===== src/rtl/bt_hdr_pkg.sv =====
// Shared constants for the Bluetooth access-code / header sequencer.
// Holds state encodings, HEC polynomial, access-code lengths and header field offsets.
package bt_hdr_pkg;

  typedef logic [2:0] state_t;

  localparam state_t ST_IDLE = 3'd0;
  localparam state_t ST_PRE  = 3'd1;
  localparam state_t ST_SYNC = 3'd2;
  localparam state_t ST_TRL  = 3'd3;
  localparam state_t ST_HDR  = 3'd4;
  localparam state_t ST_DONE = 3'd5;

  localparam logic [7:0] HEC_POLY = 8'hA7;
  localparam int PRE_LEN = 4;
  localparam int TRL_LEN = 4;
  localparam int TYPE_W  = 4;

  // Header fields are packed LSB first: LT_ADDR, TYPE, FLOW, ARQN, SEQN
  function automatic int ofs_type(input int lt_w);
    return lt_w;
  endfunction

  function automatic int ofs_flow(input int lt_w);
    return lt_w + TYPE_W;
  endfunction

  function automatic int ofs_arqn(input int lt_w);
    return lt_w + TYPE_W + 1;
  endfunction

  function automatic int ofs_seqn(input int lt_w);
    return lt_w + TYPE_W + 2;
  endfunction

endpackage


===== src/rtl/bt_hec_lfsr.sv =====
// Bit-serial HEC generator/checker shared by the TX and RX header paths.
// rem_nxt exposes the post-shift value so the final check can be registered on the last tick.
module bt_hec_lfsr
  import bt_hdr_pkg::*;
#(
  parameter int W = 8
) (
  input  logic         clk_6M,
  input  logic         rstz,
  input  logic         load,
  input  logic [W-1:0] load_val,
  input  logic         shift,
  input  logic         din,
  output logic [W-1:0] rem,
  output logic [W-1:0] rem_nxt
);

  logic fb;

  always_comb begin
    fb      = din ^ rem[W-1];
    rem_nxt = {rem[W-2:0], 1'b0} ^ (fb ? W'(HEC_POLY) : '0);
  end

  always_ff @(posedge clk_6M) begin
    if (!rstz) begin
      rem <= '0;
    end else if (load) begin
      rem <= load_val;
    end else if (shift) begin
      rem <= rem_nxt;
    end
  end

endmodule


===== src/rtl/bt_hdr_seq.sv =====
// Access-code / packet-header sequencer: TX preamble, sync, trailer and FEC header,
// RX majority-vote header decode with HEC check and per-LT SEQN duplicate detection.
module bt_hdr_seq
  import bt_hdr_pkg::*;
#(
  parameter int SYNC_LEN = 64,
  parameter int HDR_BITS = 10,
  parameter int HEC_BITS = 8,
  parameter int FEC_REP  = 3,
  parameter int NUM_LT   = 8,
  parameter int LT_W     = 3
) (
  input  logic                clk_6M,
  input  logic                rstz,
  input  logic                p_1us,
  input  logic                tx_start_p,
  input  logic                tx_id_only,
  input  logic                rx_start_p,
  input  logic                abort,
  input  logic [SYNC_LEN-1:0] sync_word,
  input  logic [7:0]          uap,
  input  logic [LT_W-1:0]     tx_lt_addr,
  input  logic [3:0]          tx_type,
  input  logic                tx_flow,
  input  logic                tx_arqn,
  input  logic                tx_seqn,
  input  logic [LT_W-1:0]     my_lt_addr,
  input  logic                whiten_bit,
  input  logic                rxbit,
  output logic                txbit,
  output logic                tx_active,
  output logic                whiten_step,
  output logic                hdr_done_p,
  output logic [LT_W-1:0]     dec_lt_addr,
  output logic [3:0]          dec_type,
  output logic [NUM_LT-1:0]   dec_flow,
  output logic [NUM_LT-1:0]   dec_arqn,
  output logic                dec_seqn,
  output logic                dec_hecgood,
  output logic                lt_addressed,
  output logic                rx_dup
);

  localparam int HDR_TOT = HDR_BITS + HEC_BITS;
  localparam int CNT_W   = $clog2(SYNC_LEN + HDR_TOT + 1);
  localparam int SYNC_IW = $clog2(SYNC_LEN);
  localparam int HDR_IW  = $clog2(HDR_BITS);
  localparam int REP_W   = (FEC_REP > 1) ? $clog2(FEC_REP) : 1;
  localparam int ONES_W  = $clog2(FEC_REP + 1);

  localparam logic [CNT_W-1:0]  PRE_LAST  = CNT_W'(PRE_LEN - 1);
  localparam logic [CNT_W-1:0]  SYNC_LAST = CNT_W'(SYNC_LEN - 1);
  localparam logic [CNT_W-1:0]  TRL_LAST  = CNT_W'(TRL_LEN - 1);
  localparam logic [CNT_W-1:0]  HDR_LAST  = CNT_W'(HDR_TOT - 1);
  localparam logic [CNT_W-1:0]  C_DATA    = CNT_W'(HDR_BITS);
  localparam logic [CNT_W-1:0]  C_FLOW    = CNT_W'(ofs_flow(LT_W));
  localparam logic [CNT_W-1:0]  C_ARQN    = CNT_W'(ofs_arqn(LT_W));
  localparam logic [CNT_W-1:0]  C_SEQN    = CNT_W'(ofs_seqn(LT_W));
  localparam logic [REP_W-1:0]  REP_LAST  = REP_W'(FEC_REP - 1);
  localparam logic [ONES_W-1:0] MAJ       = ONES_W'(FEC_REP / 2);

  state_t              state;
  logic [CNT_W-1:0]    cnt;
  logic [REP_W-1:0]    rep;
  logic [ONES_W-1:0]   ones;
  logic                is_tx;
  logic                id_only;
  logic [NUM_LT-1:0]   last_seqn;
  logic [HEC_BITS-1:0] rem;
  logic [HEC_BITS-1:0] rem_nxt;
  logic [HDR_BITS-1:0] hdr_vec;
  logic                tx_bit_log;
  logic                rx_chip;
  logic                rx_dec;
  logic                grp_end;
  logic                hec_load;
  logic                hec_shift;
  logic                hec_din;
  logic                hec_ok;

  assign hdr_vec = {tx_seqn, tx_arqn, tx_flow, tx_type, tx_lt_addr};

  // Preamble alternates starting with sync_word[0]; trailer starts with ~sync_word[MSB]
  always_comb begin
    tx_bit_log = 1'b0;
    case (state)
      ST_PRE:  tx_bit_log = sync_word[0] ^ cnt[0];
      ST_SYNC: tx_bit_log = sync_word[cnt[SYNC_IW-1:0]];
      ST_TRL:  tx_bit_log = ~sync_word[SYNC_LEN-1] ^ cnt[0];
      ST_HDR:  tx_bit_log = (cnt < C_DATA) ? hdr_vec[cnt[HDR_IW-1:0]] : rem[HEC_BITS-1];
      default: tx_bit_log = 1'b0;
    endcase
  end

  assign tx_active   = is_tx && (state == ST_PRE || state == ST_SYNC ||
                                 state == ST_TRL || state == ST_HDR);
  assign txbit       = tx_active && !abort && (tx_bit_log ^ ((state == ST_HDR) && whiten_bit));
  assign grp_end     = p_1us && (state == ST_HDR) && (rep == REP_LAST);
  assign whiten_step = grp_end && !abort;
  assign hdr_done_p  = (state == ST_DONE) && !abort;

  assign rx_chip   = rxbit ^ whiten_bit;
  assign rx_dec    = (ones + ONES_W'(rx_chip)) > MAJ;
  assign hec_din   = is_tx ? tx_bit_log : rx_dec;
  assign hec_shift = grp_end && !abort;
  assign hec_load  = p_1us && !abort &&
                     ((state == ST_TRL && cnt == TRL_LAST) ||
                      (state == ST_IDLE && rx_start_p && !tx_start_p));
  assign hec_ok    = (rem_nxt == '0);

  bt_hec_lfsr #(.W(HEC_BITS)) u_hec (
    .clk_6M   (clk_6M),
    .rstz     (rstz),
    .load     (hec_load),
    .load_val (HEC_BITS'(uap)),
    .shift    (hec_shift),
    .din      (hec_din),
    .rem      (rem),
    .rem_nxt  (rem_nxt)
  );

  always_ff @(posedge clk_6M) begin
    if (!rstz || abort) begin
      state   <= ST_IDLE;
      cnt     <= '0;
      rep     <= '0;
      ones    <= '0;
      is_tx   <= 1'b0;
      id_only <= 1'b0;
    end else begin
      case (state)
        ST_IDLE: begin
          if (p_1us && tx_start_p) begin
            state   <= ST_PRE;
            is_tx   <= 1'b1;
            id_only <= tx_id_only;
            cnt     <= '0;
          end else if (p_1us && rx_start_p) begin
            state <= ST_HDR;
            is_tx <= 1'b0;
            cnt   <= '0;
            rep   <= '0;
            ones  <= '0;
          end
        end
        ST_PRE: begin
          if (p_1us) begin
            if (cnt == PRE_LAST) begin
              state <= ST_SYNC;
              cnt   <= '0;
            end else begin
              cnt <= cnt + 1'b1;
            end
          end
        end
        ST_SYNC: begin
          if (p_1us) begin
            if (cnt == SYNC_LAST) begin
              state <= id_only ? ST_DONE : ST_TRL;
              cnt   <= '0;
            end else begin
              cnt <= cnt + 1'b1;
            end
          end
        end
        ST_TRL: begin
          if (p_1us) begin
            if (cnt == TRL_LAST) begin
              state <= ST_HDR;
              cnt   <= '0;
              rep   <= '0;
              ones  <= '0;
            end else begin
              cnt <= cnt + 1'b1;
            end
          end
        end
        ST_HDR: begin
          if (p_1us) begin
            if (rep == REP_LAST) begin
              rep  <= '0;
              ones <= '0;
              if (cnt == HDR_LAST) begin
                state <= ST_DONE;
                cnt   <= '0;
              end else begin
                cnt <= cnt + 1'b1;
              end
            end else begin
              rep  <= rep + 1'b1;
              ones <= ones + ONES_W'(rx_chip);
            end
          end
        end
        ST_DONE: begin
          state <= ST_IDLE;
          is_tx <= 1'b0;
        end
        default: state <= ST_IDLE;
      endcase
    end
  end

  // Fields land as each group is voted; flow/arqn index the LT decoded earlier in the header
  always_ff @(posedge clk_6M) begin
    if (!rstz) begin
      dec_lt_addr  <= '0;
      dec_type     <= '0;
      dec_flow     <= '0;
      dec_arqn     <= '0;
      dec_seqn     <= 1'b0;
      dec_hecgood  <= 1'b0;
      lt_addressed <= 1'b0;
      rx_dup       <= 1'b0;
      last_seqn    <= '1;
    end else if (grp_end && !abort && !is_tx) begin
      for (int i = 0; i < LT_W; i++) begin
        if (cnt == CNT_W'(i)) dec_lt_addr[i] <= rx_dec;
      end
      for (int i = 0; i < TYPE_W; i++) begin
        if (cnt == CNT_W'(ofs_type(LT_W) + i)) dec_type[i] <= rx_dec;
      end
      if (cnt == C_FLOW) dec_flow[dec_lt_addr] <= rx_dec;
      if (cnt == C_ARQN) dec_arqn[dec_lt_addr] <= rx_dec;
      if (cnt == C_SEQN) dec_seqn <= rx_dec;
      if (cnt == HDR_LAST) begin
        dec_hecgood  <= hec_ok;
        lt_addressed <= hec_ok && (dec_lt_addr == my_lt_addr);
        rx_dup       <= hec_ok && (dec_seqn == last_seqn[dec_lt_addr]);
        if (hec_ok && (dec_seqn != last_seqn[dec_lt_addr])) begin
          last_seqn[dec_lt_addr] <= dec_seqn;
        end
      end
    end
  end

endmodule


===== config.mk =====
export PLATFORM = sky130hd
export DESIGN_NAME = bt_hdr_seq
export DESIGN_NICKNAME = d
export VERILOG_FILES = /design/src/rtl/bt_hdr_pkg.sv /design/src/rtl/bt_hec_lfsr.sv /design/src/rtl/bt_hdr_seq.sv
export SDC_FILE = /design/constraint.sdc
export NUM_CORES = 1
export LEC_CHECK = 0
export BUFFER_PORTS_ARGS = -buffer_cell sky130_fd_sc_hd__buf_2
export CAP_MARGIN = 20
export CELL_PAD_IN_SITES_DETAIL_PLACEMENT = 0
export CELL_PAD_IN_SITES_GLOBAL_PLACEMENT = 1
export CORE_MARGIN = 3
export CORE_UTILIZATION = 41
export CTS_CLUSTER_DIAMETER = 40
export CTS_CLUSTER_SIZE = 25
export DETAILED_ROUTE_END_ITERATION = 10
export HOLD_SLACK_MARGIN = 0.06
export PLACE_DENSITY_LB_ADDON = 0.1
export SKIP_CTS_REPAIR_TIMING = 1
export SLEW_MARGIN = 40
export SYNTH_ARGS = -nofsm -noshare
export SYNTH_HDL_FRONTEND = slang
export SYNTH_HIERARCHICAL = 1
export SYNTH_SLANG_ARGS = --single-unit

===== constraint.sdc =====
create_clock -name clk_6M -period 6.3 [get_ports clk_6M]
set_input_delay 0.315 -clock clk_6M [delete_from_list [all_inputs] [get_ports clk_6M]]
set_output_delay 0.315 -clock clk_6M [all_outputs]
set_load 0.005 [all_outputs]

### After elaboration in Yosys (flattened, before gate mapping)

Cells that the tools add are included.

* register bits: 59
* output and inout port bits: 31
* input port bits: 94
* logic and storage cells: 177

* bitwise gates (word level): 7
* equal/unequal tests: 33
* mux-type cells: 53
* add/subtract/negate cells: 3
* reductions and logical operators: 54
* order comparisons: 6

Operator list (number)
* $mux 7: 9
* $mux 3: 12
* $eq 7x3->1 const B: 4
* $pmux 7 s4: 1
* $reduce_and 2->1: 13
* $bwmux 8: 3
* $mux 8: 3
* $logic_and 1x1->1: 20
* $mux 2: 8
* $pmux 3 s5: 1
* $eq 7x2->1 const B: 2
* $eq 7x4->1 const B: 2
* $ne 2x1->1 const B: 7
* $pmux 2 s3: 2
* $reduce_and 6->1: 2
* $ne 2x2->1 const B: 5
* $reduce_and 10->1: 1
* $logic_not 8->1: 1
* $mux 1: 8
* $xor 8x8->8: 1
* $add 7x1->7 const B: 1
* $eq 7x1->1 const B: 1
* $eq 7x5->1 const B: 1
* $eq 7x6->1 const B: 1
* 33 further kinds: 47

### Logic depth before layout (Yosys ltp)

* word-level depth: 11
* depth in mapped cells: 19

### By module

Netlist, hierarchy kept.

By module, submodules not included
* bt_hdr_seq: area an instance 3444.6 um^2, cells each 378, instances 1
* bt_hec_lfsr: area an instance 549.3 um^2, cells each 55, instances 1

### Worst setup path before layout

OpenSTA, ideal clock, no wires.

* path type: reg2reg
* start: reg cnt[0]
* end: reg last_seqn[7]
* library setup time: 0.130 ns
* arrival: 3.333 ns
* buffers on the path: 4
* stages on the path, launching flop included: 19
* setup slack: 2.837 ns
* period minus slack after synthesis: 3.463 ns
* cells stage by stage: dfxtp_1 -> buf_4 -> buf_6 -> mux4_2 -> a32oi_1 -> o31ai_1 -> a31oi_1 -> o211a_1 -> o22ai_1 -> buf_8 -> xnor2_1 -> inv_1 -> buf_4 -> nor4_1 -> nand2_1 -> nor3_4 -> nand4b_1 -> mux2i_1 -> nand2_1

* cells in the longest elaborated chain, start to end: 11

Ends and longest elaborated chain
* from (decl): line bt_hdr_seq.sv:63 `logic [CNT_W-1:0] cnt;`
* from (signal assigned): line bt_hdr_seq.sv:152 `cnt <= cnt + 1'b1;`
* from (signal assigned): line bt_hdr_seq.sv:162 `cnt <= cnt + 1'b1;`
* from (signal assigned): line bt_hdr_seq.sv:174 `cnt <= cnt + 1'b1;`
* branches (longest 3 deep; another with $bmux 1 s6)
* $pmux 1 s4 (*): line bt_hdr_seq.sv:86 `case (state)`
* $mux 1 (*): line bt_hdr_seq.sv:104 `assign hec_din = is_tx ? tx_bit_log : rx_dec;`
* named net hec_din: line bt_hdr_seq.sv:78 `logic hec_din;`
* $xor 1x1->1 (*): line bt_hec_lfsr.sv:21 `fb = din ^ rem[W-1];`
* named net u_hec.fb: line bt_hec_lfsr.sv:18 `logic fb;`
* $mux 8 (*): line bt_hec_lfsr.sv:22 `rem_nxt = {rem[W-2:0], 1'b0} ^ (fb ? W'(HEC_POLY) : '0);`
* $xor 8x8->8 (*): line bt_hec_lfsr.sv:22
* named net rem_nxt[0]: line bt_hdr_seq.sv:70 `logic [HEC_BITS-1:0] rem_nxt;`
* $logic_not 8->1 (*): line bt_hdr_seq.sv:109 `assign hec_ok = (rem_nxt == '0);`
* $logic_and 1x1->1 (*): line bt_hdr_seq.sv:230 `if (hec_ok && (dec_seqn != last_seqn[dec_lt_addr])) begin`
* $reduce_and 3->1 (no source line) (*)
* to (signal, indexed assignment): line bt_hdr_seq.sv:231 `last_seqn[dec_lt_addr] <= dec_seqn;`
* to (decl): line bt_hdr_seq.sv:68 `logic [NUM_LT-1:0] last_seqn;`

Mark *: on every way through the listed nets, which the timed path passes. The select of a mux whose other input is x is not followed.
A chain may end at the register's enable or synchronous reset.

### Worst setup path in the final report

* start: reg cnt[0]
* end: reg last_seqn[7]

* cells in the longest elaborated chain, start to end: 11

Ends and longest elaborated chain (line)
* branches (longest 3 deep; another with $bmux 1 s6)
* $pmux 1 s4 (*): bt_hdr_seq.sv:86
* $mux 1 (*): bt_hdr_seq.sv:104
* named net hec_din: bt_hdr_seq.sv:78
* $xor 1x1->1 (*): bt_hec_lfsr.sv:21
* $mux 8 (*): bt_hec_lfsr.sv:22
* $xor 8x8->8 (*): bt_hec_lfsr.sv:22
* named net rem_nxt[0]: bt_hdr_seq.sv:70
* $logic_not 8->1 (*): bt_hdr_seq.sv:109
* $logic_and 1x1->1 (*): bt_hdr_seq.sv:230
* $reduce_and 3->1 (no source line) (*)

Marks and branches as above.

==> flow_metrics.tcl <==
set metrics [dict create \
    start_kind "register" \
    min_path_cells 3 \
    root_buffer "clkbuf_8" \
    drt-total-wl_um 10500 \
    port_buffers 124 \
    outcome "completed" \
    synth_warnings 6 \
    grt_pass1_vias 3541 \
    ios 125 \
    syn_to_final_growth_pct 19.6 \
    cts.clk_slew.worst_paths_ns 0.07 \
    worst_pin_slew_ns 0.749 \
    setup_violations 0 \
    antenna_cells 0 \
    clkSinkCount 59 \
    finalWeightedCongestion 0.818 \
    crit_arrival_ns 4.41 \
    fp.dieW_um 105 \
    rrSetupSlack_ns 2.11 \
    pwr_density_cell_mw_per_mm2 168 \
    crit_buf_inv 2 \
    rsz0062_at_grt "no" \
    hp-class "input port to register" \
    ys_types 72 \
    antenna_found_initial 0 \
    slew_headroom_pct 49.8 \
    preCtsSetupSlack_ns 2.12 \
    die_area_mm2 0.0110 \
    remaining_drc_errors 0 \
    p_clk_share_pct 42.6 \
    cp-end-kind "register" \
    power.share.combinational_pct 10.2 \
    critical-path-top-delay-family "simple AND/OR/NAND/NOR gates" \
    core_area_mm2 0.00937 \
    synth-async-reset-ratio_pct 0 \
    p_int_mw 0.601 \
    synth-seq-cells 59 \
    syn_avg_cell_area_um2 9.22 \
    worst-setup-path-type "register to register" \
    swShare_pct 25.1 \
    grt_pass1_wl_um 17500 \
    vias_per_cell 5.50 \
    syn-cell-area_mm2 0.00399 \
    reg2reg_from "cnt[0]$_SDFFE_PP0P_" \
    hpwlAfterDp_um 7840 \
    die_h_um 105 \
    cts_inserted_buffers 9 \
    fin_crit_sh_pct 66.5 \
    leakagePower_nw 1.95 \
    post-route-min-period_ns 4.19 \
    pwr-share-seq_pct 47.2 \
    grt_overflow 0 \
    hold_slack_ns 0.205 \
    ys.flop_type "dfxtp_1" \
    htree_levels 3 \
    grtUsageTotal_pct 19.2 \
    num_vias 3672 \
    firstDrtPassIters 4 \
    drv_slew 0 \
    hold_violations 0 \
    wire_per_inst_um 15.7 \
    seq_area_frac_synth_pct 29.6 \
    cp_max_fo 17 \
    fmax_ghz 0.239 \
    rows 35 \
    final_layout_size_suffix_gt1_share_pct 34.1 \
    syn_inst 433 \
    grt_max_degree 28 \
    r2r_end "last_seqn[7]$_SDFFE_PN1P_" \
    holdPathEnd "id_only$_SDFFE_PP0P_" \
    cts_tree "done" \
    clockBufferDepth 2 \
    finClkSkew_ns 0.00880 \
    path_cells "buf_4, mux4_2, mux2i_1, nor4_1, nor3_1, o211a_1, o22ai_1, xnor2_1, inv_1, nor4_1, nand2_1, nor3_4, nand4b_1, mux2i_1, nand2_1" \
    drtIter0Drc 138 \
    tns_ns 0 \
    drv_cap 0 \
    fin_ws_ns 2.11 \
    slowest_delay_ns 0.54 \
    synth_nets 532 \
    power_switching_mw 0.201 \
    worstPathRequired_ns 6.52 \
    fin_nets 633 \
    synth_edf_count 0 \
    hold_start "tx_id_only" \
    initial_core_util_pct 42.6 \
    postRouteAntennaNets 0 \
    clk_latency_ns 0.34 \
    peakVddDrop_mv 0.0756 \
    p_total_mw 0.802 \
    cpMaxStageDelayCell "mux4_2" \
    rr_worst_depth 15 \
]
-- power by group through the flow --
| stage | clock, mW | combinational [mW] | sequential (mW) |
|---|---|---|---|
| floorplan | 0 | 0.0473 | 0.385 |
| global placement | 0 | 0.0811 | 0.387 |
| detailed placement | 0 | 0.0822 | 0.387 |
| CTS | 0.351 | 0.0826 | 0.379 |
| global route | 0.364 | 0.0911 | 0.379 |
| finish | 0.342 | 0.0817 | 0.379 |
-- worst register-to-register path: stages (launching register included) --
cell      delay (ns)
dfxtp_1         0.50
buf_4           0.32
mux4_2          0.54
mux2i_1         0.15
nor4_1          0.07
nor3_1          0.35
o211a_1         0.27
o22ai_1         0.22
xnor2_1         0.39
inv_1           0.07
nor4_1          0.27
nand2_1         0.14
nor3_4          0.35
nand4b_1        0.18
mux2i_1         0.18
nand2_1         0.07
-- flip-flops by register name (all words and copies together), names as in the netlist, 2 cells and up --
register,count
dec_arqn,8
dec_flow,8
last_seqn,8
u_hec/rem,8
cnt,7
dec_type,4
dec_lt_addr,3
state,3
ones,2
rep,2
-- cell type report --
| cell class | instances | area, µm² |
|---|---|---|
| Fill cell | 933 | 4590 |
| Sequential cell | 59 | 1180 |
| Multi-Input combinational cell | 321 | 2540 |
| Tap cell | 129 | 161 |
| Clock inverter | 7 | 68.8 |
| Inverter | 16 | 60.1 |
| Clock buffer | 9 | 124 |
| Timing Repair Buffer | 127 | 643 |
-- synthesized netlist by cell type, types with 4 or more instances --
| library cell | count | area share (%) |
|---|---|---|
| nor3_4 | 4 | 1.6 |
| xnor2_1 | 8 | 1.8 |
| a21oi_1 | 32 | 4.0 |
| nor4_1 | 5 | 0.78 |
| mux2i_1 | 22 | 5.5 |
| clkbuf_1 | 13 | 1.2 |
| buf_4 | 8 | 1.5 |
| and2_1 | 5 | 0.78 |
| nand4_1 | 6 | 0.94 |
| nor3_1 | 12 | 1.5 |
| inv_1 | 15 | 1.4 |
| a311oi_1 | 23 | 5.0 |
| nor2_1 | 34 | 3.2 |
| xor2_1 | 5 | 1.1 |
| o21ai_0 | 11 | 1.4 |
| nor3b_1 | 6 | 1.1 |
| nor2b_1 | 9 | 1.4 |
| nand3_1 | 11 | 1.4 |
| buf_2 | 10 | 1.3 |
| mux4_2 | 18 | 10 |
| ha_1 | 5 | 1.6 |
| nand2_1 | 29 | 2.7 |
| dfxtp_1 | 59 | 30 |
| nand2b_1 | 7 | 1.1 |
| or3_1 | 5 | 0.78 |
-- per-layer routing --
metal / part of all wire [%] / wire [µm] / up-vias / GRT usage (%)
li1: - / - / 1846 / -
met1: 46 / 4790 / 1698 / 26.5
met2: 47 / 4960 / 115 / 29.8
met3: 5.5 / 573 / 13 / 4.88
met4: 1.4 / 142 / 0 / 5.34
met5: 0 / 0 / - / 0
-- worst max path at each step --
stage                                   start                   endpoint  slack [ns]  cells past startpoint
after floorplan           cnt[0]$_SDFFE_PP0P_  last_seqn[7]$_SDFFE_PN1P_        2.84                     18
after global placement    cnt[0]$_SDFFE_PP0P_  last_seqn[7]$_SDFFE_PN1P_        2.20                     15
after detailed placement  cnt[0]$_SDFFE_PP0P_  last_seqn[7]$_SDFFE_PN1P_        2.12                     15
after CTS                 cnt[0]$_SDFFE_PP0P_  last_seqn[7]$_SDFFE_PN1P_        2.08                     15
after global routing      cnt[0]$_SDFFE_PP0P_  last_seqn[4]$_SDFFE_PN1P_        1.70                     15
final                     cnt[0]$_SDFFE_PP0P_  last_seqn[7]$_SDFFE_PN1P_        2.11                     15
-- logic make-up after synthesis --
group                      share of synthesized area [%]
and+or+nand+nor                                     23.0
buffers and inverters                               6.89
muxes                                               15.9
adders and majority gates                           1.57
DFF                                                 29.6
AOI/OAI and AO/OA                                   17.9
xor gates and xnor gates                            5.14
-- through the flow --
stage,area (µm²),util (%),instances
detailed placement,4580,48.9,652
finish,4780,51.0,668
floorplan,3990,-,433
global placement,4580,48.9,652
CTS,4780,51.0,668
global route,4780,51.0,668
-- cells in the final DEF, fill, tap and decap left out, types with 4 or more instances in the layout --
cell / synthesis / layout
and2_1: 5 / 5
mux2i_1: 22 / 22
nor4_1: 5 / 5
nand4_1: 6 / 6
ha_1: 5 / 5
nor3_1: 12 / 12
nor3_4: 4 / 4
or3_1: 5 / 5
a21oi_1: 32 / 32
xnor2_1: 8 / 8
a311oi_1: 23 / 23
nor2_1: 34 / 34
buf_2: 10 / 124
nor3b_1: 6 / 6
dfxtp_1: 59 / 58
o21ai_0: 11 / 11
mux4_2: 18 / 18
nor2b_1: 9 / 9
clkbuf_8: 0 / 9
nand2b_1: 7 / 7
nand2_1: 29 / 29
xor2_1: 5 / 5
nand3_1: 11 / 11
inv_1: 15 / 15
(Power assumes the default switching activity.)
